### src/rtl/eq_arb_pkg.sv
// Shared encodings for the arbitrated 4-state equality comparator:
// compare opcodes, 2-bit result code and FSM states.
package eq_arb_pkg;

    typedef enum logic [1:0] {
        OpEq     = 2'b00,
        OpNe     = 2'b01,
        OpCaseEq = 2'b10,
        OpCaseNe = 2'b11
    } cmp_op_e;

    typedef enum logic [1:0] {
        ResZero = 2'b00,
        ResOne  = 2'b01,
        ResX    = 2'b10
    } cmp_res_e;

    typedef enum logic [1:0] {
        StIdle,
        StCmp,
        StResp
    } state_e;

    // 0 <-> 1, X stays X.
    function automatic cmp_res_e res_invert(input cmp_res_e r);
        case (r)
            ResZero: return ResOne;
            ResOne:  return ResZero;
            default: return ResX;
        endcase
    endfunction

endpackage

### src/rtl/eq4_cmp.sv
// Combinational 4-state compare of two value/xz operand pairs of equal width.
// Supports logical (==, !=) and case (===, !==) equality.
module eq4_cmp
    import eq_arb_pkg::*;
#(
    parameter int unsigned WA = 16
) (
    input  logic [WA-1:0] a_val_i,
    input  logic [WA-1:0] a_xz_i,
    input  logic [WA-1:0] b_val_i,
    input  logic [WA-1:0] b_xz_i,
    input  cmp_op_e       op_i,
    output cmp_res_e      result_o
);

    logic [WA-1:0] known_both;
    logic          diff_known;
    logic          any_xz;
    logic          case_eq;
    cmp_res_e      eq_res;

    always_comb begin
        known_both = ~a_xz_i & ~b_xz_i;
        diff_known = |((a_val_i ^ b_val_i) & known_both);
        any_xz     = |(a_xz_i | b_xz_i);
        // A known mismatch dominates any unknown bit.
        if (diff_known) begin
            eq_res = ResZero;
        end else if (any_xz) begin
            eq_res = ResX;
        end else begin
            eq_res = ResOne;
        end
        case_eq = (a_xz_i == b_xz_i) && (((a_val_i ^ b_val_i) & ~a_xz_i) == '0);
    end

    always_comb begin
        result_o = ResZero;
        unique case (op_i)
            OpEq:     result_o = eq_res;
            OpNe:     result_o = res_invert(eq_res);
            OpCaseEq: result_o = case_eq ? ResOne : ResZero;
            OpCaseNe: result_o = case_eq ? ResZero : ResOne;
        endcase
    end

endmodule

### src/rtl/eq_compare_arbiter.sv
// Round-robin arbiter in front of a shared 4-state comparator; one compare in flight,
// result held on a valid/ready response port.
module eq_compare_arbiter
    import eq_arb_pkg::*;
#(
    parameter int unsigned N_REQ = 4,
    parameter int unsigned WA    = 16,
    parameter int unsigned WB    = 8,
    localparam int unsigned IdW  = $clog2(N_REQ)
) (
    input  logic                clk_i,
    input  logic                rst_ni,
    input  logic [N_REQ-1:0]    req_valid_i,
    output logic [N_REQ-1:0]    req_ready_o,
    input  logic [N_REQ*WA-1:0] req_a_val_i,
    input  logic [N_REQ*WA-1:0] req_a_xz_i,
    input  logic [N_REQ*WB-1:0] req_b_val_i,
    input  logic [N_REQ*WB-1:0] req_b_xz_i,
    input  logic [N_REQ-1:0]    req_signed_i,
    input  logic [N_REQ*2-1:0]  req_op_i,
    output logic                rsp_valid_o,
    input  logic                rsp_ready_i,
    output logic [IdW-1:0]      rsp_id_o,
    output logic [1:0]          rsp_result_o,
    output logic                busy_o
);

    state_e         state_q, state_d;
    logic [IdW-1:0] ptr_q;
    logic [IdW-1:0] cur_id_q;
    logic [WA-1:0]  a_val_q, a_xz_q, b_val_q, b_xz_q;
    cmp_op_e        op_q;
    logic [IdW-1:0] rsp_id_q;
    cmp_res_e       rsp_result_q;

    logic           gnt_found;
    logic [IdW-1:0] gnt_idx;
    logic [IdW-1:0] cand_idx;
    logic           grant;
    logic [WA-1:0]  sel_a_val, sel_a_xz;
    logic [WB-1:0]  sel_b_val, sel_b_xz;
    logic           sel_signed;
    logic [1:0]     sel_op;
    logic [WA-1:0]  b_ext_val, b_ext_xz;
    cmp_res_e       cmp_res;

    // Search starts at the pointer and wraps modulo N_REQ.
    always_comb begin
        gnt_found = 1'b0;
        gnt_idx   = '0;
        cand_idx  = '0;
        for (int unsigned i = 0; i < N_REQ; i++) begin
            cand_idx = IdW'((32'(ptr_q) + i) % N_REQ);
            if (!gnt_found && req_valid_i[cand_idx]) begin
                gnt_found = 1'b1;
                gnt_idx   = cand_idx;
            end
        end
        grant = rst_ni && gnt_found &&
                ((state_q == StIdle) || ((state_q == StResp) && rsp_ready_i));
        for (int unsigned i = 0; i < N_REQ; i++) begin
            req_ready_o[i] = grant && (gnt_idx == IdW'(i));
        end
    end

    always_comb begin
        sel_a_val  = '0;
        sel_a_xz   = '0;
        sel_b_val  = '0;
        sel_b_xz   = '0;
        sel_signed = 1'b0;
        sel_op     = 2'b00;
        for (int unsigned i = 0; i < N_REQ; i++) begin
            if (gnt_idx == IdW'(i)) begin
                sel_a_val  = req_a_val_i[i*WA +: WA];
                sel_a_xz   = req_a_xz_i[i*WA +: WA];
                sel_b_val  = req_b_val_i[i*WB +: WB];
                sel_b_xz   = req_b_xz_i[i*WB +: WB];
                sel_signed = req_signed_i[i];
                sel_op     = req_op_i[i*2 +: 2];
            end
        end
        // Signed operands replicate both the MSB value bit and its unknown flag.
        for (int unsigned i = 0; i < WA; i++) begin
            if (i < WB) begin
                b_ext_val[i] = sel_b_val[i];
                b_ext_xz[i]  = sel_b_xz[i];
            end else begin
                b_ext_val[i] = sel_signed & sel_b_val[WB-1];
                b_ext_xz[i]  = sel_signed & sel_b_xz[WB-1];
            end
        end
    end

    always_comb begin
        state_d = state_q;
        unique case (state_q)
            StIdle:  if (grant) state_d = StCmp;
            StCmp:   state_d = StResp;
            StResp:  if (rsp_ready_i) state_d = grant ? StCmp : StIdle;
            default: state_d = StIdle;
        endcase
    end

    always_ff @(posedge clk_i or negedge rst_ni) begin
        if (!rst_ni) begin
            state_q      <= StIdle;
            ptr_q        <= '0;
            cur_id_q     <= '0;
            a_val_q      <= '0;
            a_xz_q       <= '0;
            b_val_q      <= '0;
            b_xz_q       <= '0;
            op_q         <= OpEq;
            rsp_id_q     <= '0;
            rsp_result_q <= ResZero;
        end else begin
            state_q <= state_d;
            if (grant) begin
                ptr_q    <= (gnt_idx == IdW'(N_REQ - 1)) ? '0 : gnt_idx + 1'b1;
                cur_id_q <= gnt_idx;
                a_val_q  <= sel_a_val;
                a_xz_q   <= sel_a_xz;
                b_val_q  <= b_ext_val;
                b_xz_q   <= b_ext_xz;
                op_q     <= cmp_op_e'(sel_op);
            end
            if (state_q == StCmp) begin
                rsp_id_q     <= cur_id_q;
                rsp_result_q <= cmp_res;
            end
        end
    end

    eq4_cmp #(
        .WA(WA)
    ) u_cmp (
        .a_val_i  (a_val_q),
        .a_xz_i   (a_xz_q),
        .b_val_i  (b_val_q),
        .b_xz_i   (b_xz_q),
        .op_i     (op_q),
        .result_o (cmp_res)
    );

    assign rsp_valid_o  = (state_q == StResp);
    assign rsp_id_o     = rsp_id_q;
    assign rsp_result_o = rsp_result_q;
    assign busy_o       = (state_q != StIdle);

endmodule

### config.mk
export PLATFORM = sky130hd
export DESIGN_NAME = eq_compare_arbiter
export DESIGN_NICKNAME = d
export VERILOG_FILES = /design/src/rtl/eq_arb_pkg.sv /design/src/rtl/eq4_cmp.sv /design/src/rtl/eq_compare_arbiter.sv
export SDC_FILE = /design/constraint.sdc
export NUM_CORES = 1
export LEC_CHECK = 0
export CORE_MARGIN = 10
export CORE_UTILIZATION = 47
export CTS_CLUSTER_DIAMETER = 120
export DETAILED_ROUTE_END_ITERATION = 16
export PLACE_DENSITY_LB_ADDON = 0.05
export SYNTH_ARGS = -nofsm -noshare
export SYNTH_HDL_FRONTEND = slang
export SYNTH_HIERARCHICAL = 1
export SYNTH_SLANG_ARGS = --single-unit
### constraint.sdc
create_clock -name clk_i -period 9.25 [get_ports clk_i]
set_clock_uncertainty 0.2 [all_clocks]
set_input_delay 2.775 -clock clk_i [delete_from_list [all_inputs] [get_ports clk_i]]
set_output_delay 2.775 -clock clk_i [all_outputs]
set_load 0.02 [all_outputs]
==> results of run 1 <==
==> per-stage QoR <==
stage               setup slack, ns  instances  total power, uW
finish                        0.891        951             1900
global route                  0.768        951             2050
CTS                           0.920        951             1900
detailed placement            0.924        935             1630
global placement              0.941        935             1600
floorplan                      1.86        630             1250
==> kinds of logic after synthesis <==
group	share of synthesized area, %
adder cells (fa/ha/maj)	4.90
AND/OR/NAND/NOR	17.1
buffers and inverters	11.8
flip-flops	30.4
multiplexers	0.882
AO/OA/AOI/OAI	32.2
XOR/XNOR	2.74
==> final cells by class <==
cell class	count	share of cell area, %
clock buffers	13	1.98
clock inverters	3	0.900
inverters	83	4.15
multi-input cells	422	39.9
flip-flops and latches	62	20.7
well taps	140	2.33
repair buffers	228	30.1
==> layout by cell type (no fill, tap or decap), types with 2 or more instances in the layout <==
master | netlist | routed
a22oi_1 | 10 | 10
and2_1 | 4 | 4
bufinv_16 | 0 | 2
nor2_1 | 3 | 3
xor2_1 | 16 | 16
or2_2 | 2 | 2
nand4_1 | 7 | 7
a22o_1 | 2 | 2
nand2b_1 | 5 | 4
nor2b_1 | 5 | 4
clkdlybuf4s50_1 | 0 | 219
a211oi_1 | 3 | 3
and4_1 | 2 | 2
clkbuf_8 | 0 | 10
inv_1 | 82 | 82
mux2_2 | 4 | 4
ha_1 | 20 | 16
o21ai_0 | 6 | 6
buf_4 | 0 | 8
a31oi_1 | 96 | 96
ha_2 | 0 | 2
nor4_1 | 4 | 4
nand2_1 | 52 | 52
ha_4 | 0 | 2
a211o_1 | 3 | 3
nand3b_1 | 51 | 51
dfrtp_1 | 62 | 62
o31ai_1 | 7 | 7
a21oi_1 | 49 | 49
clkbuf_1 | 45 | 3
a221o_1 | 48 | 48
nor3b_1 | 4 | 4
==> report_power, final <==
part           internal, uW  total, uW  switching (uW)
Sequential              402        506             104
Combinational           515       1130             613
Clock                   160        264             104
==> path summary, 6_finish.rpt <==
| check | start | slack [ns] | cells after the start | to |
|---|---|---|---|---|
| worst max-delay path | req_valid_i[3] | 0.89 | 6 | req_ready_o[2] |
| worst min register to register | rsp_id_o[1]$_DFFE_PN0N_ | 0.31 | 1 | rsp_id_o[1]$_DFFE_PN0N_ |
| max in group asynchronous | rst_ni | 5.89 | 2 | a_xz_q[14]$_DFFE_PN0N_ |
| worst min-delay path | rsp_id_o[1]$_DFFE_PN0N_ | 0.31 | 1 | rsp_id_o[1]$_DFFE_PN0N_ |
| worst max register to register | ptr_q[1]$_DFFE_PN0N_ | 5.73 | 8 | b_xz_q[8]$_DFFE_PN0N_ |
| min in group asynchronous | rst_ni | 2.42 | 2 | rsp_id_o[0]$_DFFE_PN0N_ |
==> registers in the layout, indices dropped and copies added, names as in the netlist <==
name          cells
a_val_q          16
a_xz_q           16
b_val_q           9
b_xz_q            9
cur_id_q          2
op_q              2
ptr_q             2
rsp_id_o          2
rsp_result_o      2
state_q           2
==> worst max-delay path: stages <==
cell and delay, ns:
clkdlybuf4s50_1 0.49, or4_2 0.70, nand3_2 0.16, inv_2 0.36, and2_1 0.32, clkdlybuf4s50_1 0.56
==> layer usage <==
| metal | global-route usage (%) | vias up |
|---|---|---|
| met5 | 0 | - |
| met4 | 4.66 | 0 |
| met3 | 6.00 | 21 |
| met2 | 42.5 | 209 |
| met1 | 26.1 | 2765 |
| li1 | - | 2695 |
==> summary.md, run 1 <==
| Metric | Value |
|---|---|
| Status | complete, no violations |
| Max Cap Viol | 0 |
| Area grow syn2layout | 46.9% |
| Die area | 0.0154 sq mm |
| M1 WL | 7.54 mm |
| Largest net degree at the start of global routing | 106 |
| Required @ worst endpoint | 6.28 ns |
| Met2 WL | 9.88 mm |
| Vias/cell | 5.98 |
| Distinct cells, synth | 48 |
| CTS resizes | 0 |
| Slew headroom | 30.0% |
| Final setup TNS | 0 ns |
| Area of the multi-input gates | 0.00299 sq mm |
| Leak | 0.00303 uW |
| Most common cell in the synthesized netlist | a31oi_1 |
| Residual DRC | 0 |
| First-pass GRT wire length | 30.0 mm |
| HPWL after DPL | 14.3 mm |
| Antenna Violating Nets Remaining | 0 |
| Die X | 124 um |
| Drt wl/cell | 19.9 um |
| Gpl congestion | 0.930 |
| Synth warnings | 6 |
| VDD IR max | 131 uV |
| Fin. max-slew vios | 0 |
| Syn avg cell area | 8.11 sq um |
| Setup Crit Path Kind | in2out |
| Clock Sink Count | 62 |
| Uppermost layer routed | met4 |
| CTS Buf Count | 9 |
| Minimum clock period | 8.36 ns |
| Post-synth top cells | 96 x a31oi_1, 82 x inv_1, 62 x dfrtp_1, 52 x nand2_1, 51 x nand3b_1 |
| IO Port Bufs | 220 |
| Clock transition at path regs | 0.08 ns |
| Cell Area, Synth | 0.00511 sq mm |
| Post-CTS Setup Repair Bufs | 0 |
| # setup viols final | 0 |
| DR vias | 5690 |
| Sequential-to-total area share from yosys stat | 30.4% |
| Mapped Cells | 630 |
| Worst-margin pin slew | 1.05 ns |
| Largest cells by area after synthesis | dfrtp_1 30%, a31oi_1 12%, a221o_1 9.4% |
| Cell Pwr Density | 253 mW/mm^2 |
| Iter 0 DRT Violations | 471 |
| Hold-fix buffers, CTS | 0 |
| FILL cells | 874 |
| # diodes | 0 |
| Register area | 0.00155 sq mm |
| Final-stage net count | 1037 |
| CTS tree | done |
| Core box area | 0.0107 sq mm |
| Async S/R FF share, synth | 100% |
| Final core utilization | 69.8% |
| Max Root-Sink Buffers | 2 |
| RSZ-0062 raised after global routing | false |
| Net Count, Synth | 861 |
| DP Area | 0.00729 sq mm |
| Row cnt | 38 |
| Clk_lat worst skew | 0.33 ns |
| GR Overflow Total | 0 |
| Yosys top cell area share | 30.4% |
| Worst hold slack | 0.310 ns |
| H-tree Lvls | 3 |
| Post-synth EDFFs | 0 |
| Setup crit end kind | output pin |
| Initial DRT Pass Iterations | 6 |
| Max Freq | 0.120 GHz |
| Worst Path Arrival | 5.38 ns |
| Layout cells sized above 1 | 4.81% |
| Startpoint types | primary input |
| Chip Height | 124 um |
| Final hold vios | 0 |
| Antenna violations before repair | 0 |
| Total track usage | 23.1% |
| Vias in the first global route | 5764 |
| Clock root cell | clkbuf_8 |
| Final Instance Area | 0.00750 sq mm |
| DRT Wirelength | 18.9 mm |
| Synth Flop Type | dfrtp_1 |
| # IOs | 221 |
| Flop and latch count out of synthesis | 62 |
| Starting Density | 47.5% |
| Final worst-path cycle share | 90.4% |
| Worst-path fanout max | 56 |
| Routed met3 length | 1.21 mm |
| Cell taking the most area after synthesis | dfrtp_1 |
| Hold Path Class | reg2reg |
Power figures use the tool's default switching activity.
==> inputs of run 2 (changes only) <==
--- a/config.mk
+++ b/config.mk
@@ -5,8 +5,9 @@
 export SDC_FILE = /design/constraint.sdc
 export NUM_CORES = 1
 export LEC_CHECK = 0
+export CORE_ASPECT_RATIO = 0.7
 export CORE_MARGIN = 10
-export CORE_UTILIZATION = 47
+export CORE_UTILIZATION = 39
 export CTS_CLUSTER_DIAMETER = 120
 export DETAILED_ROUTE_END_ITERATION = 16
 export PLACE_DENSITY_LB_ADDON = 0.05
==> constraint.sdc (replaced) <==
create_clock -name clk_i -period 7.15 [get_ports clk_i]
set_clock_uncertainty 0.2 [all_clocks]
set_input_delay 2.145 -clock clk_i [delete_from_list [all_inputs] [get_ports clk_i]]
set_output_delay 2.145 -clock clk_i [all_outputs]
set_load 0.02 [all_outputs]
==> run 2 against run 1 <==
- clock-buffer cell count decreased by 1
- design area up 1.6%
- sequential share of layout area is 0.33 points lower
- largest power group unchanged
==> summary.md, run 2 (synthesis results as in run 1) <==
| Metric | Value |
|---|---|
| Status | complete, no violations |
| HPWL after DPL | 14.7 mm |
| Crit-path most repeated cell | clkdlybuf4s50_1 |
| Chip Height | 116 um |
| Clock power share | 16.6% |
| CTS Buf Count | 9 |
| # setup viols final | 0 |
| Setup Crit Path Kind | in2out |
| Post-CTS Setup Repair Bufs | 0 |
| Leak | 0.00307 uW |
| Switching Fraction | 42.8% |
| Clk_lat worst skew | 0.33 ns |
| Worst hold slack | 0.284 ns |
| Worst-path fanout max | 26 |
| Max Freq | 0.146 GHz |
| Core box area | 0.0126 sq mm |
| Worst setup path endpoint | req_ready_o[1] |
| GR Overflow Total | 0 |
| DRT Wirelength | 19.3 mm |
| # IOs | 221 |
| Clock Sink Count | 62 |
| Starting Density | 40.4% |
| Max Cap Viol | 0 |
| Slew headroom | 31.0% |
| Setup crit start | req_valid_i[3] |
| Iter 0 DRT Violations | 503 |
| Final worst-path cycle share | 96.0% |
| Row cnt | 34 |
| Initial DRT Pass Iterations | 7 |
| Largest net degree at the start of global routing | 106 |
| Fin. max-slew vios | 0 |
| Reg-to-reg critical path startpoint | ptr_q[0]$_DFFE_PN0N_ |
| RSZ-0062 raised after global routing | false |
| Hold Path Class | reg2reg |
| FF-to-FF path depth | 9 |
| Sequential share of power | 25.9% |
| Biggest regs | a_val_q (16), a_xz_q (16) |
| Placed insts | 959 |
| Int Power | 1450 uW |
| Final setup TNS | 0 ns |
| Setup crit end kind | output pin |
| # diodes | 0 |
| Antenna Violating Nets Remaining | 0 |
| Drt wl/cell | 19.8 um |
| R2r setup slk | 3.57 ns |
| Final core utilization | 60.4% |
| Total power | 2540 uW |
| Combinational power share | 57.5% |
| DR vias | 5557 |
| Vias/cell | 5.70 |
| VDD IR max | 156 uV |
| Clock transition at path regs | 0.05 ns |
| First-pass GRT wire length | 30.5 mm |
| CTS resizes | 0 |
| Final-stage net count | 1039 |
| Worst-path cell chain | clkdlybuf4s50_1, or4_2, nand3_2, inv_2, and2_1, clkdlybuf4s50_1 |
| Residual DRC | 0 |
| Critical-path top delay cell | or4_2 |
| Final cell count without fillers | 975 |
| Clock root cell | clkbuf_16 |
| Die area | 0.0181 sq mm |
| Hold-fix buffers, CTS | 0 |
| Final hold vios | 0 |
| Required @ worst endpoint | 4.81 ns |
| Cell Pwr Density | 333 mW/mm^2 |
| Area grow syn2layout | 49.3% |
| CTS tree | done |
| Total track usage | 20.6% |
| IO Port Bufs | 220 |
| Vias in the first global route | 5581 |
| Most common cell after layout, fill and taps aside | clkdlybuf4s50_1 |
| Reg-to-reg endpoint | b_val_q[8]$_DFFE_PN0N_ |
| Most frequent cells in the layout | 219 x clkdlybuf4s50_1, 96 x a31oi_1, 82 x inv_1, 62 x dfrtp_1, 52 x nand2_1 |
| Sw Pwr | 1090 uW |
| Die X | 157 um |
| Layout cells sized above 1 | 5.41% |
| Gpl congestion | 0.883 |
| Worst-margin pin slew | 1.04 ns |
| H-tree Lvls | 3 |
| Startpoint types | primary input |
| Worst Path Arrival | 4.52 ns |
| Antenna violations before repair | 0 |
| Max Root-Sink Buffers | 2 |
| Largest stage delay on the critical path | 0.70 ns |
| Minimum clock period | 6.86 ns |
## run 2: changes by cell type in the layout (fill, tap and decap cells not counted)
| cell | change |
|---|---|
| buf_4 | +2 |
| clkbuf_8 | -7 |
| clkbuf_1 | -3 |
| clkinvlp_4 | +3 |
| bufinv_16 | -2 |
| clkbuf_16 | +9 |
## run 2: per-layer routing
metal,global-route usage (%),routed length [um]
met5,0,0
met4,5.20,186
met3,4.66,1370
met2,34.0,9160
met1,26.9,8550
## run 2: worst max-delay path: cells and delay by family
family	cells	cell delay, ns
buffers and inverters	3	1.25
and+or+nand+nor	3	1.10
## run 2: area by class of cell
cell class                 count  area (sq um)
inverter                      83           312
multi-input combinational    422          2990
timing repair buffer         230          2270
tap                          162           203
clock inverter                 4          30.0
fill                        1122          5010
clock buffer                  12           267
sequential                    62          1550
## run 2: per-stage QoR
step	setup slack [ns]	cell area, sq um
after global routing	0.164	7630
after global placement	0.339	7330
after detailed placement	0.306	7330
final	0.288	7630
after floorplan	1.02	5110
after CTS	0.299	7630
## run 2: worst min-delay path by stage
stage / from / end / cells past startpoint
2_1_floorplan: cur_id_q[1]$_DFFE_PN0N_ / cur_id_q[1]$_DFFE_PN0N_ / 2
3_3_place_gp: rsp_id_o[0]$_DFFE_PN0N_ / rsp_id_o[0]$_DFFE_PN0N_ / 2
3_5_place_dp: rsp_id_o[0]$_DFFE_PN0N_ / rsp_id_o[0]$_DFFE_PN0N_ / 2
4_1_cts: rsp_id_o[0]$_DFFE_PN0N_ / rsp_id_o[0]$_DFFE_PN0N_ / 2
5_1_grt: rsp_result_o[0]$_DFFE_PN0N_ / rsp_result_o[0]$_DFFE_PN0N_ / 1
6_report: rsp_id_o[0]$_DFFE_PN0N_ / rsp_id_o[0]$_DFFE_PN0N_ / 2
## run 2: power by group through the flow
stage / logic [uW] / registers [uW] / clock network [uW]
3_3_place_gp: 1430 / 655 / 0
2_1_floorplan: 998 / 626 / 0
5_1_grt: 1610 / 683 / 444
3_5_place_dp: 1440 / 663 / 0
4_1_cts: 1450 / 658 / 429
6_report: 1460 / 659 / 421
